$ cat src/rtl/way_index_decoder.sv
// Registered 3-to-8 way-index decoder with a small FIFO between the tag and data phases.
// The one-hot vector is decoded when an entry is accepted and stored with it.
module way_index_decoder #(
  parameter int unsigned WAYS  = 8,
  parameter int unsigned IDX_W = 3,
  parameter int unsigned DEPTH = 2
) (
  input  logic             clk,
  input  logic             reset,
  input  logic             flush,
  input  logic             in_valid,
  input  logic             in_enable,
  input  logic [IDX_W-1:0] in_way,
  output logic             in_ready,
  output logic             out_valid,
  input  logic             out_ready,
  output logic [WAYS-1:0]  out_onehot,
  output logic [IDX_W-1:0] out_way,
  output logic             out_hit
);

  localparam int unsigned PTR_W = (DEPTH > 1) ? $clog2(DEPTH) : 1;
  localparam int unsigned CNT_W = PTR_W + 1;

  logic [WAYS-1:0]  mem_onehot [DEPTH];
  logic [IDX_W-1:0] mem_way    [DEPTH];
  logic             mem_hit    [DEPTH];

  logic [PTR_W-1:0] wr_ptr;
  logic [PTR_W-1:0] rd_ptr;
  logic [CNT_W-1:0] count;

  logic             push;
  logic             pop;
  logic [WAYS-1:0]  decoded;

  assign in_ready  = (count < CNT_W'(DEPTH));
  assign out_valid = (count != '0);
  assign push      = in_valid && in_ready;
  assign pop       = out_valid && out_ready;

  // An out-of-range index simply matches no bit, giving an all-zero vector.
  always_comb begin
    decoded = '0;
    for (int unsigned i = 0; i < WAYS; i++) begin
      decoded[i] = in_enable && (in_way == IDX_W'(i));
    end
  end

  always_ff @(posedge clk) begin
    if (!reset && !flush && push) begin
      mem_onehot[wr_ptr] <= decoded;
      mem_way[wr_ptr]    <= in_way;
      mem_hit[wr_ptr]    <= in_enable;
    end
  end

  always_ff @(posedge clk) begin
    if (reset || flush) begin
      wr_ptr <= '0;
      rd_ptr <= '0;
      count  <= '0;
    end else begin
      if (push) wr_ptr <= wr_ptr + 1'b1;
      if (pop)  rd_ptr <= rd_ptr + 1'b1;
      case ({push, pop})
        2'b10:   count <= count + 1'b1;
        2'b01:   count <= count - 1'b1;
        default: count <= count;
      endcase
    end
  end

  always_comb begin
    out_onehot = '0;
    out_way    = '0;
    out_hit    = 1'b0;
    if (out_valid) begin
      out_onehot = mem_onehot[rd_ptr];
      out_way    = mem_way[rd_ptr];
      out_hit    = mem_hit[rd_ptr];
    end
  end

endmodule

$ cat config.mk
export PLATFORM = sky130hd
export DESIGN_NAME = way_index_decoder
export DESIGN_NICKNAME = d
export VERILOG_FILES = /design/src/rtl/way_index_decoder.sv
export SDC_FILE = /design/constraint.sdc
export NUM_CORES = 1
export LEC_CHECK = 0
export CORE_ASPECT_RATIO = 1.5
export CORE_MARGIN = 2
export CORE_UTILIZATION = 35
export CTS_CLUSTER_SIZE = 8
export DETAILED_ROUTE_END_ITERATION = 16
export HOLD_SLACK_MARGIN = 0.06
export SYNTH_ARGS = -nofsm -noshare
export SYNTH_HDL_FRONTEND = slang
export SYNTH_SLANG_ARGS = --single-unit
$ cat constraint.sdc
create_clock -name clk -period 6.5 [get_ports clk]
set_clock_uncertainty 0.1 [all_clocks]
set_input_delay 0.975 -clock clk [delete_from_list [all_inputs] [get_ports clk]]
set_output_delay 0.975 -clock clk [all_outputs]
set_load 0.1 [all_outputs]
==> flow_summary.yaml, run 1 <==
pwr:
  p_leak_nw: 0.527
  pwr-share-clk_pct: 32.1
  p_sw_mw: 0.119
  peakVddDrop_uv: 152
  pwr_density_cell_nw_per_um2: 270
  pwr-share-comb_pct: 18.0
  seqPwrFrac_pct: 49.9
  switching_share_pct: 28.7
  intPower_mw: 0.297
sta:
  slew_viol_final: 0
  layout_min_cycle_time_ps: 3530
  hold_viol_final: 0
  finalCritPeriodShare_pct: 54.3
  setup_ws_ps: 2970
  fmax_mhz: 283
  max_slew_margin_pct: 35.1
  finalSetupViolCount: 0
  hold-worst-slack_ps: 448
  rsz0062_at_grt: "false"
  tightest_slew_ps: 970
  finalSetupTns_ps: 0
routing:
  drcViolationCount: 0
  post_drt_wl_per_cell_um: 12.5
  via_count: 728
  vias_per_cell: 4.58
  wl_met1_um: 848
  ant_nets: 0
  wl_met2_um: 988
  totalWireLength_mm: 1.98
  drt_iter0_drc: 13
  highest_layer: "met4"
  wl_met3_um: 88
  first_pass_iters: 6
synthesis:
  synth-xor-area-share_pct: 2.94
  synth_fa_ha_area_share_pct: 1.05
  synth_top_family_by_area: "simple AND/OR/NAND/NOR gates"
  synthArstFlopShare_pct: 0
  synth_most_common_cell: "edfxtp_1"
  synth_nets: 100
  synthMuxAreaShare_pct: 10.1
  synth_top_area_share_pct: 60.6
  avgSynthCellArea_um2: 13.2
  yosysWarnings: 0
  synth-simple-area-share_pct: 13.1
  ys_seq_area_share_pct: 69.0
  ys_ff_latch: 29
  ys_top_cells_by_count: "edfxtp_1 (24), nor2_1 (20), mux2i_1 (12), nor3_1 (6), dfxtp_1 (5)"
  synth_edf_count: 24
  synth_area_leader_cell: "edfxtp_1"
  synthFlopType: "edfxtp_1"
  synthTopCellsByArea: "edfxtp_1 (61%), mux2i_1 (10%), dfxtp_1 (8.4%)"
  mappedNetlistArea_um2: 1190
  synth_compound_area_share_pct: 1.47
  syn_inst: 90
  yosysUniqueCellTypes: 19
die:
  dieArea_um2: 3890
  die_x_um: 51.6
  start_util_pct: 37.3
  die_h_um: 75.4
  io_pins: 23
  row_count: 25
  design.core.area_um2: 3190
critical_path:
  crit_type: "reg -> out"
  crit_fanout: 12
  startpoint_type: "flop"
  cp.arrival_ps: 2460
  worstPathRequired_ps: 5420
  cp-end-kind: "output port"
cells_and_area:
  num_antenna_cells: 0
  syn2layout_area_growth_pct: 29.7
  post_route_cells_drive_above_1_share_pct: 6.72
  final_cells: 159
  finalNetCount: 128
clock_tree:
  clk_pin_slew_ps: 60
  cts-hold-fix-buffers: 0
  tritoncts: "done"
  cts_resized: 0
  insertion_delay_ps: 270
  cts_buffers: 5
  clock_sinks: 29
  cts_buffer_depth: 2
  cts.root.buffer_cell: "clkbuf_8"
  cts_max_level: 2
  postCtsSetupBuffers: 0
job:
  maxCapViolations: 0
global_route:
  first_global_vias: 759
  antenna_found_initial: 0
  grt_overflow: 0
  grt_start_max_net_pins: 14
  grt_usage_pct: 12.6
  grt_pass1_wl_mm: 3.37
placed_design:
  hpwl_mm: 1.39
  numPortBuffers: 22
  place_ws_ps: 3220
  globalplace.congestion: 0.691
  dp_cells: 151
status:
  status: "finished clean"
min_path:
  hp-class: "reg -> reg"
==> through the flow <==
| step | cell area [um^2] | power (mW) | utilization (%) |
|---|---|---|---|
| 6_report | 1540 | 0.416 | 48.4 |
| 5_1_grt | 1540 | 0.435 | 48.4 |
| 4_1_cts | 1540 | 0.422 | 48.4 |
| 3_5_place_dp | 1460 | 0.287 | 45.8 |
| 3_3_place_gp | 1460 | 0.287 | 45.8 |
| 2_1_floorplan | 1190 | 0.266 | - |
==> registers in the layout, summed over array words and instances, names as in the netlist, named ones only <==
name and flops:
mem_onehot 16, mem_way 6, count 2, mem_hit 2
rd_ptr 1, wr_ptr 1
==> layout make-up <==
type	count	area, um^2
Clock buffer	5	68.8
Clock inverter	3	12.5
Fill cell	301	1650
Inverter	4	15.0
Multi-Input combinational cell	55	348
Sequential cell	29	821
Tap cell	40	50.0
Timing Repair Buffer	23	228
==> logic make-up (layout without fill, tap and decap cells) <==
| logic type | after synthesis | count (layout) |
|---|---|---|
| simple gates | 35 | 35 |
| flops | 29 | 29 |
| mux | 12 | 12 |
| buf+inv | 6 | 35 |
| xor+xnor | 4 | 4 |
| compound gates | 3 | 3 |
| fa+ha+maj | 1 | 1 |
==> power groups by stage <==
stage                     clock (mW)  combinational (mW)  sequential (mW)
after floorplan                    0              0.0557            0.211
after global placement             0              0.0752            0.212
after detailed placement           0              0.0756            0.212
final                          0.133              0.0750            0.208
after global routing           0.147              0.0790            0.208
after CTS                      0.138              0.0758            0.208
==> critical path, stage by stage, from the launching register on <==
cell and delay [ps]:
dfxtp_1 760, mux2i_1 160, nor2_1 120, clkdlybuf4s50_1 1140
==> worst paths after layout <==
check	startpoint	end	slack, ps	cells past startpoint
min reg2reg	count[1]$_SDFFE_PP0P_	count[1]$_SDFFE_PP0P_	450	2
min	count[1]$_SDFFE_PP0P_	count[1]$_SDFFE_PP0P_	450	2
max reg2reg	count[1]$_SDFFE_PP0P_	count[1]$_SDFFE_PP0P_	4790	5
max	flop	out_way[2]	2970	3
==> layout by cell type (no fill, tap or decap) <==
master / instances
edfxtp_1: 24
clkdlybuf4s50_1: 22
nor2_1: 20
mux2i_1: 12
nor3_1: 6
dfxtp_1: 5
clkbuf_8: 5
inv_1: 4
nand2b_1: 3
o21ai_0: 2
nand2_1: 2
xor2_1: 2
xnor2_1: 2
clkinv_1: 2
nor2b_1: 1
and3_1: 1
nor4_2: 1
or3_1: 1
a21boi_1: 1
ha_1: 1
clkinv_2: 1
buf_4: 1
==> per-layer routing <==
| layer | track usage [%] | vias to the layer above |
|---|---|---|
| met5 | 0 | - |
| met4 | 11.4 | 0 |
| met3 | 3.73 | 4 |
| met2 | 20.5 | 21 |
| met1 | 13.0 | 327 |
| li1 | - | 376 |
Note: power is estimated with default switching activity, not from simulation.
==> run 2, diff against run 1 <==
==> constraint.sdc (replaced) <==
create_clock -name clk -period 3.55 [get_ports clk]
set_clock_uncertainty 0.1 [all_clocks]
set_input_delay 0.5325 -clock clk [delete_from_list [all_inputs] [get_ports clk]]
set_output_delay 0.5325 -clock clk [all_outputs]
set_load 0.1 [all_outputs]
==> flow_summary.yaml, run 2 (synthesis results as in run 1) <==
clock_tree:
  cts_buffers: 5
  cts_resized: 0
  cts_buffer_depth: 2
  postCtsSetupBuffers: 0
  clock_sinks: 29
  cts-hold-fix-buffers: 0
  clk_pin_slew_ps: 60
  cts_max_level: 2
  cts.root.buffer_cell: "clkbuf_8"
  insertion_delay_ps: 280
  tritoncts: "done"
global_route:
  grt_usage_pct: 12.8
  antenna_found_initial: 0
  grt_pass1_wl_mm: 3.44
  first_global_vias: 760
  grt_start_max_net_pins: 14
  grt_overflow: 0
critical_path:
  crit_type: "reg -> out"
  crit_fanout: 6
  cp.arrival_ps: 1810
  reg2reg_from: "count[1]$_SDFFE_PP0P_"
  cp-end-kind: "output port"
  crit_path_start: "count[1]$_SDFFE_PP0P_"
  worstPathRequired_ps: 2920
  startpoint_type: "flop"
routing:
  ant_nets: 0
  post_drt_wl_per_cell_um: 13.1
  drcViolationCount: 0
  via_count: 734
  totalWireLength_mm: 2.09
  drt_iter0_drc: 14
  vias_per_cell: 4.62
  first_pass_iters: 4
placed_design:
  place_ws_ps: 1080
  hpwl_mm: 1.47
  globalplace.congestion: 0.736
  numPortBuffers: 22
  dp_cells: 151
  placed_area_um2: 1430
cells_and_area:
  post_route_cells_drive_above_1_share_pct: 16.8
  seqCellArea_um2: 821
  top_regs: "mem_onehot (16), mem_way (6)"
  fillCellCount: 317
  multi_input_area_um2: 348
  largest_reg_flops: 16
  final_cells: 159
  mostFrequentLayoutCell: "edfxtp_1"
  syn2layout_area_growth_pct: 26.8
  fin_area_um2: 1510
  most-common-layout-cells: "edfxtp_1 (24), nor2_1 (20), buf_4 (14)"
  finalNetCount: 128
  regMostFlops: "mem_onehot"
  utilization_pct: 47.3
  num_antenna_cells: 0
job:
  maxCapViolations: 0
die:
  die_x_um: 51.6
  start_util_pct: 37.3
  die_h_um: 75.4
  row_count: 25
  dieArea_um2: 3890
  io_pins: 23
  design.core.area_um2: 3190
min_path:
  hp-class: "reg -> reg"
  min-delay-start: "count[1]$_SDFFE_PP0P_"
pwr:
  peakVddDrop_uv: 301
  pwr_density_cell_nw_per_um2: 510
  finalPower_mw: 0.770
  p_leak_nw: 0.548
status:
  status: "finished clean"
sta:
  fmax_mhz: 409
  slew_viol_final: 0
  layout_min_cycle_time_ps: 2440
  hold-worst-slack_ps: 442
  rsz0062_at_grt: "false"
  hold_viol_final: 0
  setup_ws_ps: 1110
  finalSetupViolCount: 0
  tightest_slew_ps: 963
  finalSetupTns_ps: 0
  finalCritPeriodShare_pct: 68.8
  max_slew_margin_pct: 35.6
run 2: cell type report:
type | instances | share of cell area (%)
sequential | 29 | 54.4
multi-input combinational | 55 | 23.1
timing repair buffer | 23 | 12.9
clock buffer | 8 | 5.31
tap | 40 | 3.32
inverter | 4 | 0.995
run 2: where the power goes:
group          internal [mW]  leakage [nW]  switching, mW
clock network          0.139        0.0395          0.116
registers              0.375         0.266        0.00508
logic                 0.0338         0.242          0.101
total                  0.548         0.548          0.222
run 2: metal layers:
metal | wire length [um] | vias up | GRT usage, %
li1 | - | 371 | -
met1 | 815 | 334 | 12.1
met4 | 59 | 0 | 8.77
met2 | 1090 | 23 | 22.2
met3 | 124 | 6 | 5.49
met5 | 0 | - | 0
run 2: path summary, 6_finish.rpt:
| kind | slack (ps) | depth (start not counted) | end |
|---|---|---|---|
| max | 1110 | 2 | in_ready |
| min | 440 | 2 | count[1]$_SDFFE_PP0P_ |
| max reg2reg | 1760 | 5 | count[1]$_SDFFE_PP0P_ |
| min reg2reg | 440 | 2 | count[1]$_SDFFE_PP0P_ |
run 2: worst max-delay path: stages (launching register included):
cell and delay, ps:
dfxtp_1 340, inv_1 60, clkdlybuf4s50_1 1120
==> run 3, diff against run 2 <==
==> constraint.sdc (replaced) <==
create_clock -name clk -period 2.3 [get_ports clk]
set_clock_uncertainty 0.1 [all_clocks]
set_input_delay 0.345 -clock clk [delete_from_list [all_inputs] [get_ports clk]]
set_output_delay 0.345 -clock clk [all_outputs]
set_load 0.1 [all_outputs]
==> flow_summary.yaml, run 3 (synthesis results as in run 1) <==
status:
  status: "finished clean"
critical_path:
  crit_fanout: 3
  crit_buf_inv: 2
  crit_type: "in -> reg"
  cp-end-kind: "flop"
  crit_slowest_cell: "clkdlybuf4s50_1"
  critPathTopFamily: "simple AND/OR/NAND/NOR gates"
  cp.arrival_ps: 1960
  worstPathRequired_ps: 2410
  startpoint_type: "primary input"
  cp_cell_sequence: "clkdlybuf4s50_1, nor2b_1, inv_1, ha_1, or3_1, a21boi_1"
  cpPeakStageDelay_ps: 450
routing:
  drcViolationCount: 0
  totalWireLength_mm: 2.07
  post_drt_wl_per_cell_um: 12.8
  via_count: 761
  vias_per_cell: 4.70
  first_pass_iters: 2
  ant_nets: 0
  drt_iter0_drc: 12
global_route:
  antenna_found_initial: 0
  grt_pass1_wl_mm: 3.39
  grt_usage_pct: 12.7
  grt_start_max_net_pins: 13
  first_global_vias: 757
  grt_overflow: 0
placed_design:
  hpwl_mm: 1.46
  globalplace.congestion: 0.650
  numPortBuffers: 22
  place_ws_ps: 161
  placed_area_um2: 1620
die:
  io_pins: 23
  design.core.area_um2: 3190
  dieArea_um2: 3890
  die_h_um: 75.4
  start_util_pct: 37.3
  die_x_um: 51.6
  row_count: 25
clock_tree:
  postCtsSetupBuffers: 0
  tritoncts: "done"
  cts_resized: 0
  cts_buffers: 5
  clk_pin_slew_ps: 50
  cts.root.buffer_cell: "clkbuf_8"
  cts_buffer_depth: 2
  cts_max_level: 2
  cts-hold-fix-buffers: 0
  clock_sinks: 29
  insertion_delay_ps: 280
sta:
  setup_ws_ps: 450
  finalSetupTns_ps: 0
  rsz0062_at_grt: "false"
  layout_min_cycle_time_ps: 1850
  finalCritPeriodShare_pct: 80.4
  hold_viol_final: 0
  fmax_mhz: 541
  slew_viol_final: 0
  max_slew_margin_pct: 78.2
  tightest_slew_ps: 323
  finalSetupViolCount: 0
pwr:
  peakVddDrop_uv: 430
  finalPower_mw: 1.22
  p_leak_nw: 0.605
  pwr_density_cell_nw_per_um2: 717
cells_and_area:
  mostFrequentLayoutCell: "edfxtp_1"
  most-common-layout-cells: "edfxtp_1 (24), nor2_1 (18), buf_12 (13)"
  syn2layout_area_growth_pct: 42.9
  fillCellCount: 301
  regMostFlops: "mem_onehot"
  top_regs: "mem_onehot (16), mem_way (6)"
  finalNetCount: 132
  num_antenna_cells: 0
  largest_reg_flops: 16
  post_route_cells_drive_above_1_share_pct: 22.1
  fin_area_um2: 1700
min_path:
  hp-class: "reg -> reg"
job:
  maxCapViolations: 0
==> run 3: worst paths after layout <==
path,start,endpoint,slack (ps),cells after the start
worst max-delay path,in_valid,count[1]$_SDFFE_PP0P_,450,6
worst min-delay path,count[1]$_SDFFE_PP0P_,count[1]$_SDFFE_PP0P_,460,2
worst max register to register,count[1]$_SDFFE_PP0P_,count[1]$_SDFFE_PP0P_,560,5
worst min register to register,count[1]$_SDFFE_PP0P_,count[1]$_SDFFE_PP0P_,460,2
==> run 3: final cells by class <==
type	count	area (um^2)	share of cell area (%)
flip-flops and latches	29	821	48.3
repair buffers	27	385	22.7
multi-input cells	55	353	20.8
clock buffers	6	72.6	4.27
well taps	40	50.0	2.94
inverters	4	15.0	0.883
clock inverters	1	3.75	0.221
==> run 3: per-stage QoR <==
stage | util, % | hold slack [ps] | std cells
2_1_floorplan | - | 322 | 90
3_3_place_gp | 50.9 | 423 | 155
3_5_place_dp | 50.9 | 445 | 155
4_1_cts | 53.3 | 456 | 162
5_1_grt | 53.3 | 502 | 162
6_report | 53.3 | 462 | 162
==> run 3: metal layers <==
metal	global-route usage, %	vias up	part of all wire, %
met5	0	-	0
met2	22.9	22	53
met4	7.02	0	2.7
li1	-	378	-
met1	12.4	354	39
met3	4.71	7	5.9
==> run 3: tightest hold or removal path: cells and delay by family (launching register included) <==
kind | cells | cell delay [ps]
flip-flops | 1 | 350
AO/OA/AOI/OAI | 2 | 160
==> run 3: power by group <==
part / switching [mW] / internal (mW) / total (mW)
Combinational: 0.169 / 0.0934 / 0.262
Clock: 0.169 / 0.203 / 0.372
Sequential: 0.00568 / 0.580 / 0.585
Total: 0.344 / 0.876 / 1.22
